### config.mk
export PLATFORM = sky130hd
export DESIGN_NAME = osc_freq_monitor
export DESIGN_NICKNAME = d
export VERILOG_FILES = /design/src/rtl/osc_freq_monitor.sv
export SDC_FILE = /design/constraint.sdc
export NUM_CORES = 1
export LEC_CHECK = 0
export ABC_AREA = 1
export ABC_CLOCK_PERIOD_IN_PS = 2540
export CAP_MARGIN = 10
export CORE_UTILIZATION = 62
export CTS_CLUSTER_DIAMETER = 150
export DETAILED_ROUTE_END_ITERATION = 6
export GPL_TIMING_DRIVEN = 0
export PLACE_DENSITY = 0.85
export SYNTH_ARGS = -nofsm -noshare
export SYNTH_HDL_FRONTEND = slang
export SYNTH_SLANG_ARGS = --single-unit
### constraint.sdc
create_clock -name clk -period 2.54 [get_ports clk]
set_input_delay 0.254 -clock clk [delete_from_list [all_inputs] [get_ports clk]]
set_output_delay 0.254 -clock clk [all_outputs]
set_load 0.02 [all_outputs]
### src/rtl/osc_freq_monitor.sv
// ---------------------------------------------------------------------------
// osc_freq_monitor
//
// Measures the frequency of the on-chip oscillator (asynchronous to clk) by
// counting its rising edges over a fixed gate of GATE_CYCLES clk cycles. The
// gate is aligned to the first detected oscillator edge. Each measurement is
// checked against [MIN_COUNT, MAX_COUNT]. A missing oscillator is reported as
// dead after TIMEOUT_CYCLES cycles without an edge. Any out-of-range report
// sets a sticky fault that the delay-generation logic uses as an interlock.
//
// Ports
//   clk         system clock; the only clock in this block
//   rst         synchronous, active-high reset
//   osc_in      oscillator output, asynchronous, frequency < clk/4
//   start       one-cycle request to begin; ignored unless idle
//   continuous  sampled in REPORT: 1 = measure back-to-back, 0 = go idle
//   fault_clr   clears the sticky fault (a coincident setting report wins)
//   busy        high whenever a measurement is in progress
//   meas_valid  one-cycle pulse while the report outputs are freshly updated
//   freq_count  rising-edge count from the last gate
//   in_range    MIN_COUNT <= freq_count <= MAX_COUNT at the last report
//   osc_dead    last report was an ARM timeout
//   fault       sticky; set by any report with in_range = 0
// ---------------------------------------------------------------------------
module osc_freq_monitor #(
    parameter int GATE_CYCLES    = 1000,
    parameter int CNT_W          = 16,
    parameter int MIN_COUNT      = 45,
    parameter int MAX_COUNT      = 55,
    parameter int TIMEOUT_CYCLES = 64
) (
    input  logic             clk,
    input  logic             rst,
    input  logic             osc_in,
    input  logic             start,
    input  logic             continuous,
    input  logic             fault_clr,
    output logic             busy,
    output logic             meas_valid,
    output logic [CNT_W-1:0] freq_count,
    output logic             in_range,
    output logic             osc_dead,
    output logic             fault
);

    localparam int GATE_W = $clog2(GATE_CYCLES);
    localparam int TO_W   = $clog2(TIMEOUT_CYCLES + 1);

    typedef enum logic [1:0] {
        S_IDLE,
        S_ARM,
        S_MEASURE,
        S_REPORT
    } state_t;

    state_t state;
    state_t state_next;

    logic             sync1, sync2, sync3;
    logic             osc_edge;
    logic [GATE_W-1:0] gate_cnt;
    logic [TO_W-1:0]   to_cnt;
    logic [CNT_W-1:0]  edge_cnt;
    logic [CNT_W-1:0]  edge_cnt_inc;
    logic              gate_last;
    logic              timeout_hit;
    logic              count_ok;

    // Two flops resolve metastability; the third holds the previous sample so
    // a rising edge shows up as a single-cycle pulse.
    // NOTE: sequential state uses non-blocking assignments so every flop
    // samples pre-edge values and the shift register does not collapse.
    always_ff @(posedge clk) begin
        if (rst) begin
            sync1 <= 1'b0;
            sync2 <= 1'b0;
            sync3 <= 1'b0;
        end else begin
            sync1 <= osc_in;
            sync2 <= sync1;
            sync3 <= sync2;
        end
    end

    assign osc_edge    = sync2 & ~sync3;
    assign gate_last   = (gate_cnt == GATE_W'(GATE_CYCLES - 1));
    assign timeout_hit = (to_cnt == TO_W'(TIMEOUT_CYCLES - 1));

    // Saturating increment; this is also the final count on the last gate
    // cycle, so an edge landing there is included.
    assign edge_cnt_inc = (osc_edge && (edge_cnt != {CNT_W{1'b1}}))
                          ? edge_cnt + CNT_W'(1) : edge_cnt;
    assign count_ok     = (edge_cnt_inc >= CNT_W'(MIN_COUNT)) &&
                          (edge_cnt_inc <= CNT_W'(MAX_COUNT));

    // State register
    always_ff @(posedge clk) begin
        if (rst) begin
            state <= S_IDLE;
        end else begin
            state <= state_next;
        end
    end

    // Next-state logic
    // NOTE: the default assignment ahead of the case keeps every path
    // assigned, so no latch is inferred for state_next.
    always_comb begin
        state_next = state;
        unique case (state)
            S_IDLE:    if (start) state_next = S_ARM;
            S_ARM: begin
                if (osc_edge)         state_next = S_MEASURE;
                else if (timeout_hit) state_next = S_REPORT;
            end
            S_MEASURE: if (gate_last) state_next = S_REPORT;
            S_REPORT:  state_next = continuous ? S_MEASURE : S_IDLE;
            default:   state_next = S_IDLE;
        endcase
    end

    // Outputs decoded from state
    always_comb begin
        busy       = (state != S_IDLE);
        meas_valid = (state == S_REPORT);
    end

    // Counters and report registers. Report values are loaded on the edge
    // that enters REPORT so they are already valid while meas_valid is high.
    always_ff @(posedge clk) begin
        if (rst) begin
            gate_cnt   <= '0;
            to_cnt     <= '0;
            edge_cnt   <= '0;
            freq_count <= '0;
            in_range   <= 1'b0;
            osc_dead   <= 1'b0;
            fault      <= 1'b0;
        end else begin
            unique case (state)
                S_IDLE: to_cnt <= '0;
                S_ARM: begin
                    to_cnt <= to_cnt + TO_W'(1);
                    // The aligning edge starts the gate but is not counted.
                    if (osc_edge) begin
                        gate_cnt <= '0;
                        edge_cnt <= '0;
                    end else if (timeout_hit) begin
                        freq_count <= '0;
                        in_range   <= 1'b0;
                        osc_dead   <= 1'b1;
                    end
                end
                S_MEASURE: begin
                    gate_cnt <= gate_cnt + GATE_W'(1);
                    edge_cnt <= edge_cnt_inc;
                    if (gate_last) begin
                        freq_count <= edge_cnt_inc;
                        in_range   <= count_ok;
                        osc_dead   <= 1'b0;
                    end
                end
                S_REPORT: begin
                    // Edges during REPORT are dropped; counters restart for a
                    // possible back-to-back gate.
                    gate_cnt <= '0;
                    edge_cnt <= '0;
                end
                default: ;
            endcase

            // Setting report takes priority over a coincident clear.
            if ((state == S_REPORT) && !in_range) begin
                fault <= 1'b1;
            end else if (fault_clr) begin
                fault <= 1'b0;
            end
        end
    end

endmodule

## Word-level counts from Yosys, hierarchy flattened

Index checks and enable logic that the tools add are counted.
W data, S select, Z words.

- Output and inout bits: 21
- Flip-flop bits (word level): 57
- Memory bits (writable): 0
- Input bits: 6
- Latch bits: 0
- Memories kept: 0
- Memory bits (read-only): 0

- Shift operators: 0
- Equal/unequal tests: 12
- Div/mod/pow operators: 0
- Multipliers: 0
- Add/subtract/negate cells: 3
- Muxes and demuxes: 26
- Magnitude comparators: 2
- Bitwise gates (word level): 2
- Reduce and logical (&&, ||, !) cells: 13

Operators by type and width:

| cell | count |
|---|---|
| $mux W16 | 5 |
| $pmux W16 S3 | 1 |
| $pmux W16 S2 | 1 |
| $pmux W10 S3 | 1 |
| $add A16 B1 Y16 const B | 1 |
| $ge A16 B6 Y1 const B | 1 |
| $le A16 B6 Y1 const B | 1 |
| $ne A16 B16 Y1 const B | 1 |
| $pmux W7 S2 | 1 |
| $add A10 B1 Y10 const B | 1 |
| $eq A10 B10 Y1 const B | 1 |
| $mux W10 | 1 |
| $mux W2 | 5 |
| $ne A2 B2 Y1 const B | 5 |
| $mux W1 | 8 |
| $pmux W2 S4 | 1 |
| $reduce_bool A2 Y1 | 4 |
| $add A7 B1 Y7 const B | 1 |
| $eq A7 B6 Y1 const B | 1 |
| $eq A2 B2 Y1 const B | 2 |
| $pmux W1 S2 | 2 |
| $reduce_and A4 Y1 | 1 |
| $logic_and A1 B1 Y1 | 3 |
| $ne A3 B3 Y1 const B | 1 |
| 8 further kinds | 8 |

## Longest topological paths before layout

Gate-level depths: netlist of the first run.

- Depth in word-level cells: 8
- Mapped depth: 16
- Depth with buffers taken out: 15

## Worst setup path after synthesis of the first run

OpenSTA, ideal clock, no wires.

- Path kind: register to register
- Start: register edge_cnt[0]
- End: register in_range
- Period minus slack after synthesis: 1.743 ns
- Buffers on the path: 1
- Stages on the path, launching flop included: 15
- Arrival time: 1.675 ns
- Slack: 0.797 ns
- Cell sequence: dfxtp_1 -> ha_1 -> nand2_1 -> nor2_2 -> nand2_2 -> nor2_2 -> nor2_2 -> buf_6 -> o21ai_2 -> inv_1 -> nor2_1 -> nand2_1 -> nor2_1 -> nand2_1 -> a21oi_2

- Cells in the longest elaborated chain, start to end: 7
- Elaborated cells between the ends (all ways): 9
- Those cells by class: 1 x add/sub; 2 x order compare; 1 x eq/ne; 3 x mux; 2 x reduce/logical

Ends and longest elaborated chain:

| item | line | source |
|---|---|---|
| start: declaration | 63 | `logic [CNT_W-1:0] edge_cnt;` |
| start signal: assignment | 156 | `edge_cnt <= edge_cnt_inc;` |
| parallel branches: the longest is 2 deep, another holds $add A16 B1 Y16 | -- |  |
| $mux W16 (*) | 92 | `? edge_cnt + CNT_W'(1) : edge_cnt;` |
| $ge A16 B6 Y1 or $le A16 B6 Y1 (tied branches) | 93, 94 |  |
| $logic_and A1 B1 Y1 (*) | 93 | `assign count_ok = (edge_cnt_inc >= CNT_W'(MIN_COUNT)) &&` |
| $mux W1 (*) | 157 | `if (gate_last) begin` |
| $pmux W1 S2 (*) | 140 | `unique case (state)` |
| end signal: assignment | 159 | `in_range <= count_ok;` |
| end: declaration | 41 | `output logic in_range,` |

Every way passes the cells marked *. The select of a mux whose other input is x is not followed.
A chain may end at the register's enable or synchronous reset.

## Final worst setup path of the first run

- Start: register state[1]
- End: register freq_count[7]

- Cells in the longest elaborated chain, start to end: 3
- Elaborated cells between the ends (all ways): 8
- Those cells by class: 5 x eq/ne; 1 x mux; 2 x reduce/logical

Ends and longest elaborated chain:

| item | line | source |
|---|---|---|
| start: declaration | 56 | `state_t state;` |
| start signal: assignment | 101 | `state <= state_next;` |
| $eq A2 B1 Y1 or $eq A2 B2 Y1 (tied branches) | 140 |  |
| $ne A2 B2 Y1 (no line) or $reduce_bool A2 Y1 (tied branches) | -- |  |
| $reduce_and A4 Y1 (no line) | -- |  |
| end signal: assignment | 158 | `freq_count <= edge_cnt_inc;` |
| end: declaration | 40 | `output logic [CNT_W-1:0] freq_count,` |

Parallel ways exist; a longest one is shown, timed or not.

==> metrics.yaml, run 1 <==
status:
  status: "complete, but fails checks"
  violations: "design-rule violations"
clock_network:
  cts-buffers-inserted: 9
  clkTransAtPathRegs_ps: 70
  postCtsHoldBufs: 0
  clock_sinks: 57
  clk_path_buf_depth: 2
  cts_max_level: 3
  postCtsSetupRepairBufs: 0
  cts_root_buf: "clkbuf_8"
  post_cts_resized: 0
  cts_tree: "built"
  clock_latency_ps: 340
setup_path:
  cp_max_fo: 10
  ff2ff_path_depth: 7
  cp_common_cell: "inv_1"
  cpMaxStageDelayCell: "clkbuf_1"
  crit_chain: "buf_2 > inv_1 > nor2_2 > inv_1 > a21oi_2 > clkbuf_1 > a21oi_1"
  max_stage_delay_ps: 430
  worstPathArrival_ps: 2440
  rrSetupSlack_ps: 300
  cp.required_ps: 2730
  worst_setup_path_start_kind: "register"
  cp-end-kind: "register"
  path_class: "reg -> reg"
layout:
  fillCellCount: 357
  syn_to_final_growth_pct: 18.95
  final_cells: 541
  insertedDiodeCount: 0
  final_cell_mix: "119 x nand2_1, 57 x dfxtp_1, 48 x inv_1, 48 x nor2_1, 46 x a21oi_1"
  nets: 493
  drive_gt1_share_pct: 9.816
  final_common_cell: "nand2_1"
routing:
  routed_wl_um: 7808
  drt_iter0_drc: 291
  drc_errors: 2
  viasPerCell: 5.739
  wl_per_cell_um: 14.43
  ant_nets: 0
  drt-pass1-iter-count: 7
  vias: 3105
timing:
  finalMaxSlewViolations: 0
  rsz0062_at_grt: "no"
  timing_hold_violations_final: 0
  worst_slew_pin_slew_ps: 590.1
  fin_skew_ps: 8.982
  fin_tns_setup_ps: 0
  fin_crit_ps: 2242
  min_period_over_period_pct: 88.28
  slew_headroom_pct: 60.66
  clock.fmax_mhz: 446.0
  finalSetupViolCount: 0
synthesis:
  synth_nets: 456
  yosysWarningCount: 0
  synthesis.area_mm2: 0.002978
  synthTopCellsByArea: "dfxtp_1 38%, nand2_1 15%, a21oi_1 7.7%, inv_1 6.1%, nor2_1 6.1%"
  avgSynthCellArea_um2: 6.662
  yosys.area.top_type: "dfxtp_1"
  ys_seq_elements: 57
  synth.distinct_cells: 37
  syn-instance-count: 447
  synth_top_area_share_pct: 38.32
  seq_area_frac_synth_pct: 38.32
global_route:
  met1_usage_pct: 41.79
  grt_overflow: 0
  grt_max_degree: 11
  top_usage_layer: "met2"
  grt_pass1_vias: 2873
  met2_usage_pct: 54.92
  antenna_found_initial: 0
  grt_usage_pct: 33.04
  met3_usage_pct: 7.595
  grt_pass1_wl_um: 12990
power_and_ir_drop:
  power_density_mw_per_mm2: 886.5
  power.leakage_nw: 1.360
  peakVddDrop_v: 0.0006322
die:
  die_y_um: 71.31
  dieArea_mm2: 0.005084
  start_util_pct: 66.55
  coreArea_mm2: 0.004474
  num_io_pins: 27
  die_x_um: 71.31
  rows: 24
flow_run:
  cap_violations: 0
placed_design:
  port-buffer-count: 26
  dpl.hpwl_um: 5528
  dp.cells: 525
  place_congestion: 0.9567
hold_path:
  hold_path.class: "reg -> reg"
  worstHoldPathCells: 2
-- power breakdown --
group          switching, mW  total [mW]  internal [mW]
clock network          0.364       0.996          0.633
registers             0.0796        1.10           1.02
logic                  0.679        1.04          0.361
-- cell families after synthesis --
| family | Yosys count | share of synthesized area, % |
|---|---|---|
| flops | 57 | 38.32 |
| fa+ha+maj | 3 | 1.261 |
| xor+xnor | 6 | 1.765 |
| compound gates | 92 | 17.14 |
| simple gates | 222 | 32.18 |
| buf+inv | 67 | 9.328 |
-- cells in the mapped netlist, drive strengths merged --
library cell,count
a211oi,3
a21oi,48
a221oi,3
a22oi,2
a31oi,1
and3,2
buf,10
clkbuf,6
clkinv,1
dfxtp,57
ha,3
inv,50
nand2,127
nand3,23
nand3b,2
nand4,6
nor2,55
nor3,5
o211ai,2
o21a,2
o21ai,31
or2,2
xnor2,1
xor2,5
-- sequential cells by signal, summed over array words and instances, names as in the netlist --
| signal | flops |
|---|---|
| edge_cnt | 16 |
| freq_count | 16 |
| gate_cnt | 10 |
| to_cnt | 7 |
| state | 2 |
| fault | 1 |
| in_range | 1 |
| osc_dead | 1 |
| sync1 | 1 |
| sync2 | 1 |
| sync3 | 1 |
-- path summary, 6_finish.rpt --
kind                         startpoint                    endpoint
setup reg to reg  state[1]$_SDFFE_PP0P_  freq_count[7]$_SDFFE_PP0P_
setup / recovery  state[1]$_SDFFE_PP0P_  freq_count[7]$_SDFFE_PP0P_
hold / removal         sync1$_SDFF_PP0_            sync2$_SDFF_PP0_
hold reg to reg        sync1$_SDFF_PP0_            sync2$_SDFF_PP0_
-- routing by layer --
layer,routed length [um],up-vias
met4,116,0
met5,0,-
li1,-,1519
met2,3660,154
met3,546,16
met1,3484,1416
-- critical path, delay by kind of cell (launching register included) --
family	cells	cell delay [ps]
buffers and inverters	4	1010
AO/OA/AOI/OAI	2	380
flip-flops	1	310
AND/OR/NAND/NOR	1	400
-- stage by stage --
step	setup slack [ps]	hold WS (ps)	area (um2)	power, mW	utilization [%]
global route	137.7	435.2	3542	3.285	79.17
detailed placement	408.8	401.0	3303	2.130	73.83
global placement	461.3	396.0	3303	2.110	73.83
CTS	367.1	411.5	3542	3.128	79.17
floorplan	797.4	361.0	2978	1.731	-
finish	297.7	408.2	3542	3.140	79.17
-- final cells by class --
cell class | instances | area [um2] | area share, %
Multi-Input combinational cell | 323 | 1559 | 44.01
Clock buffer | 12 | 165.2 | 4.663
Timing Repair Buffer | 26 | 260.3 | 7.347
Buffer | 16 | 85.08 | 2.402
Tap cell | 52 | 65.06 | 1.837
Clock inverter | 4 | 73.82 | 2.084
Inverter | 51 | 192.7 | 5.440
Sequential cell | 57 | 1141 | 32.21
(Power assumes the default switching activity.)
==> inputs of run 2 (changes only) <==
CORE_UTILIZATION = 68   (was 62)
DONT_BUFFER_PORTS = 1   (was not set)
PLACE_DENSITY = 0.84   (was 0.85)
==> run 2 against run 1 <==
  * The run now ends clean
  * Largest power group unchanged
  * Critical endpoint is now in_range$_SDFFE_PP0P_
  * Maximum frequency is 1.3% higher
  * Via count is 5.7% lower
  * Clock skew is 0.74 ps higher
  * Clock power is 32% lower
==> metrics.yaml, run 2 (same netlist as run 1, synthesis figures left out) <==
hold_path:
  worstHoldPathCells: 2
  min_from: "osc_in"
  hold_path.class: "in -> reg"
  min_to: "sync1$_SDFF_PP0_"
die:
  start_util_pct: 72.36
  die_y_um: 68.18
  coreArea_mm2: 0.004115
  num_io_pins: 27
  die_x_um: 68.18
  rows: 23
  dieArea_mm2: 0.004648
clock_network:
  post_cts_resized: 0
  cts_max_level: 3
  cts-buffers-inserted: 9
  cts_root_buf: "clkbuf_8"
  cts_tree: "built"
  postCtsHoldBufs: 0
  clk_path_buf_depth: 2
  clock_sinks: 57
  clkTransAtPathRegs_ps: 60
  postCtsSetupRepairBufs: 0
  clock_latency_ps: 330
layout:
  drive_gt1_share_pct: 9.111
  final_cell_mix: "119 x nand2_1, 57 x dfxtp_1, 48 x inv_1, 48 x nor2_1, 46 x a21oi_1"
  syn_to_final_growth_pct: 6.933
  reg_top3: "edge_cnt x16, freq_count x16, gate_cnt x10"
  nets: 467
  fillCellCount: 340
  insertedDiodeCount: 0
  multiInputGateArea_mm2: 0.001559
  final_common_cell: "nand2_1"
  fin_util_pct: 77.38
  ff_latch_area_mm2: 0.001141
routing:
  drt_iter0_drc: 270
  drt-pass1-iter-count: 5
  vias: 2928
  drc_errors: 0
  wl_per_cell_um: 14.23
  viasPerCell: 5.730
  ant_nets: 0
  routed_wl_um: 7272
global_route:
  grt_overflow: 0
  antenna_found_initial: 0
  grt_max_degree: 11
  grt_usage_pct: 33.88
  grt_pass1_vias: 2566
  grt_pass1_wl_um: 11470
timing:
  fin_crit_ps: 2214
  finalMaxSlewViolations: 0
  worst_slew_pin_slew_ps: 591.9
  clock.fmax_mhz: 451.6
  min_period_over_period_pct: 87.18
  finalSetupViolCount: 0
  slew_headroom_pct: 60.54
  timing_hold_violations_final: 0
  rsz0062_at_grt: "no"
  fin_tns_setup_ps: 0
  fin_skew_ps: 9.722
status:
  status: "finished clean"
setup_path:
  path_class: "reg -> reg"
  worstPathArrival_ps: 2470
  r2r_end: "in_range$_SDFFE_PP0P_"
  worst_setup_path_start_kind: "register"
  rrSetupSlack_ps: 330
  max_stage_delay_ps: 440
  crit_chain: "ha_1 > nand2_1 > nor2_2 > nand2_2 > nor2_2 > nor2_2 > buf_6 > o21ai_2 > nand3_2 > nor2_1 > nand2_1 > nor2_1 > nand2_1 > a21oi_2"
  cpMaxStageDelayCell: "dfxtp_1"
  cp.required_ps: 2800
  ff2ff_path_depth: 14
  rr_startpoint: "edge_cnt[0]$_SDFFE_PP0P_"
  cp_max_fo: 10
  cp-end-kind: "register"
power_and_ir_drop:
  power_density_mw_per_mm2: 818.0
  finalPower_mw: 2.605
  power.leakage_nw: 1.218
  peakVddDrop_v: 0.0006132
placed_design:
  place_congestion: 0.9190
  dpl.hpwl_um: 5277
  port-buffer-count: 0
flow_run:
  cap_violations: 0
## run 2: changes by cell type in the layout (fill, tap and decap cells not counted)
cell | before | now
clkbuf_8 | 12 | 9
clkinv_4 | 1 | 0
clkdlybuf4s50_1 | 26 | 0
bufinv_16 | 2 | 0
clkbuf_1 | 6 | 10
## run 2: stage by stage
step,instances,worst slack (ps),hold WS (ps),cell area (um2)
after CTS,511,379.6,29.43,3184
final,511,325.6,32.78,3184
after detailed placement,497,401.6,370.6,3040
after global placement,497,419.4,363.2,3040
after global routing,511,198.7,34.29,3184
after floorplan,447,797.4,361.0,2978
## run 2: cell type report
cell class / count / share of cell area [%]
plain buffers: 16 / 2.672
inverters: 51 / 6.051
multi-input cells: 323 / 48.96
well taps: 50 / 1.965
clock buffers: 13 / 4.361
clock inverters: 1 / 0.1572
flip-flops and latches: 57 / 35.83
## run 2: where the power goes
part           leakage [nW]  switching (mW)  total [mW]  internal (mW)
Clock                0.0733           0.333       0.676          0.343
Sequential            0.462           0.198        1.22           1.02
Combinational         0.683           0.516       0.707          0.191
## run 2: per-layer routing
layer | track usage [%] | share of wire [%] | up-vias
met5 | 0 | 0 | -
met4 | 9.635 | 1.3 | 0
met3 | 8.667 | 7.5 | 14
met2 | 52.94 | 43 | 114
met1 | 45.71 | 48 | 1329
li1 | - | - | 1471
## run 2: critical path, delay by kind of cell (launching register included)
family,cells,cell delay [ps]
AO/OA/AOI/OAI,2,180
adder cells (fa/ha/maj),1,250
buffers and inverters,1,150
flip-flops,1,440
AND/OR/NAND/NOR,10,1110
## run 2: worst max path at each step
stage / cells past startpoint / slack (ps) / start / end
after global placement: 7 / 420 / state[1]$_SDFFE_PP0P_ / freq_count[15]$_SDFFE_PP0P_
after global routing: 14 / 200 / edge_cnt[0]$_SDFFE_PP0P_ / in_range$_SDFFE_PP0P_
final: 14 / 330 / edge_cnt[0]$_SDFFE_PP0P_ / in_range$_SDFFE_PP0P_
after detailed placement: 7 / 400 / state[1]$_SDFFE_PP0P_ / freq_count[6]$_SDFFE_PP0P_
after floorplan: 14 / 800 / edge_cnt[0]$_SDFFE_PP0P_ / in_range$_SDFFE_PP0P_
after CTS: 14 / 380 / edge_cnt[0]$_SDFFE_PP0P_ / in_range$_SDFFE_PP0P_
==> inputs of run 3 (changes only) <==
CAP_MARGIN = 20   (was 10)
==> results of run 3 <==
No change in the layout: final DEF, timing and power equal those of run 2.
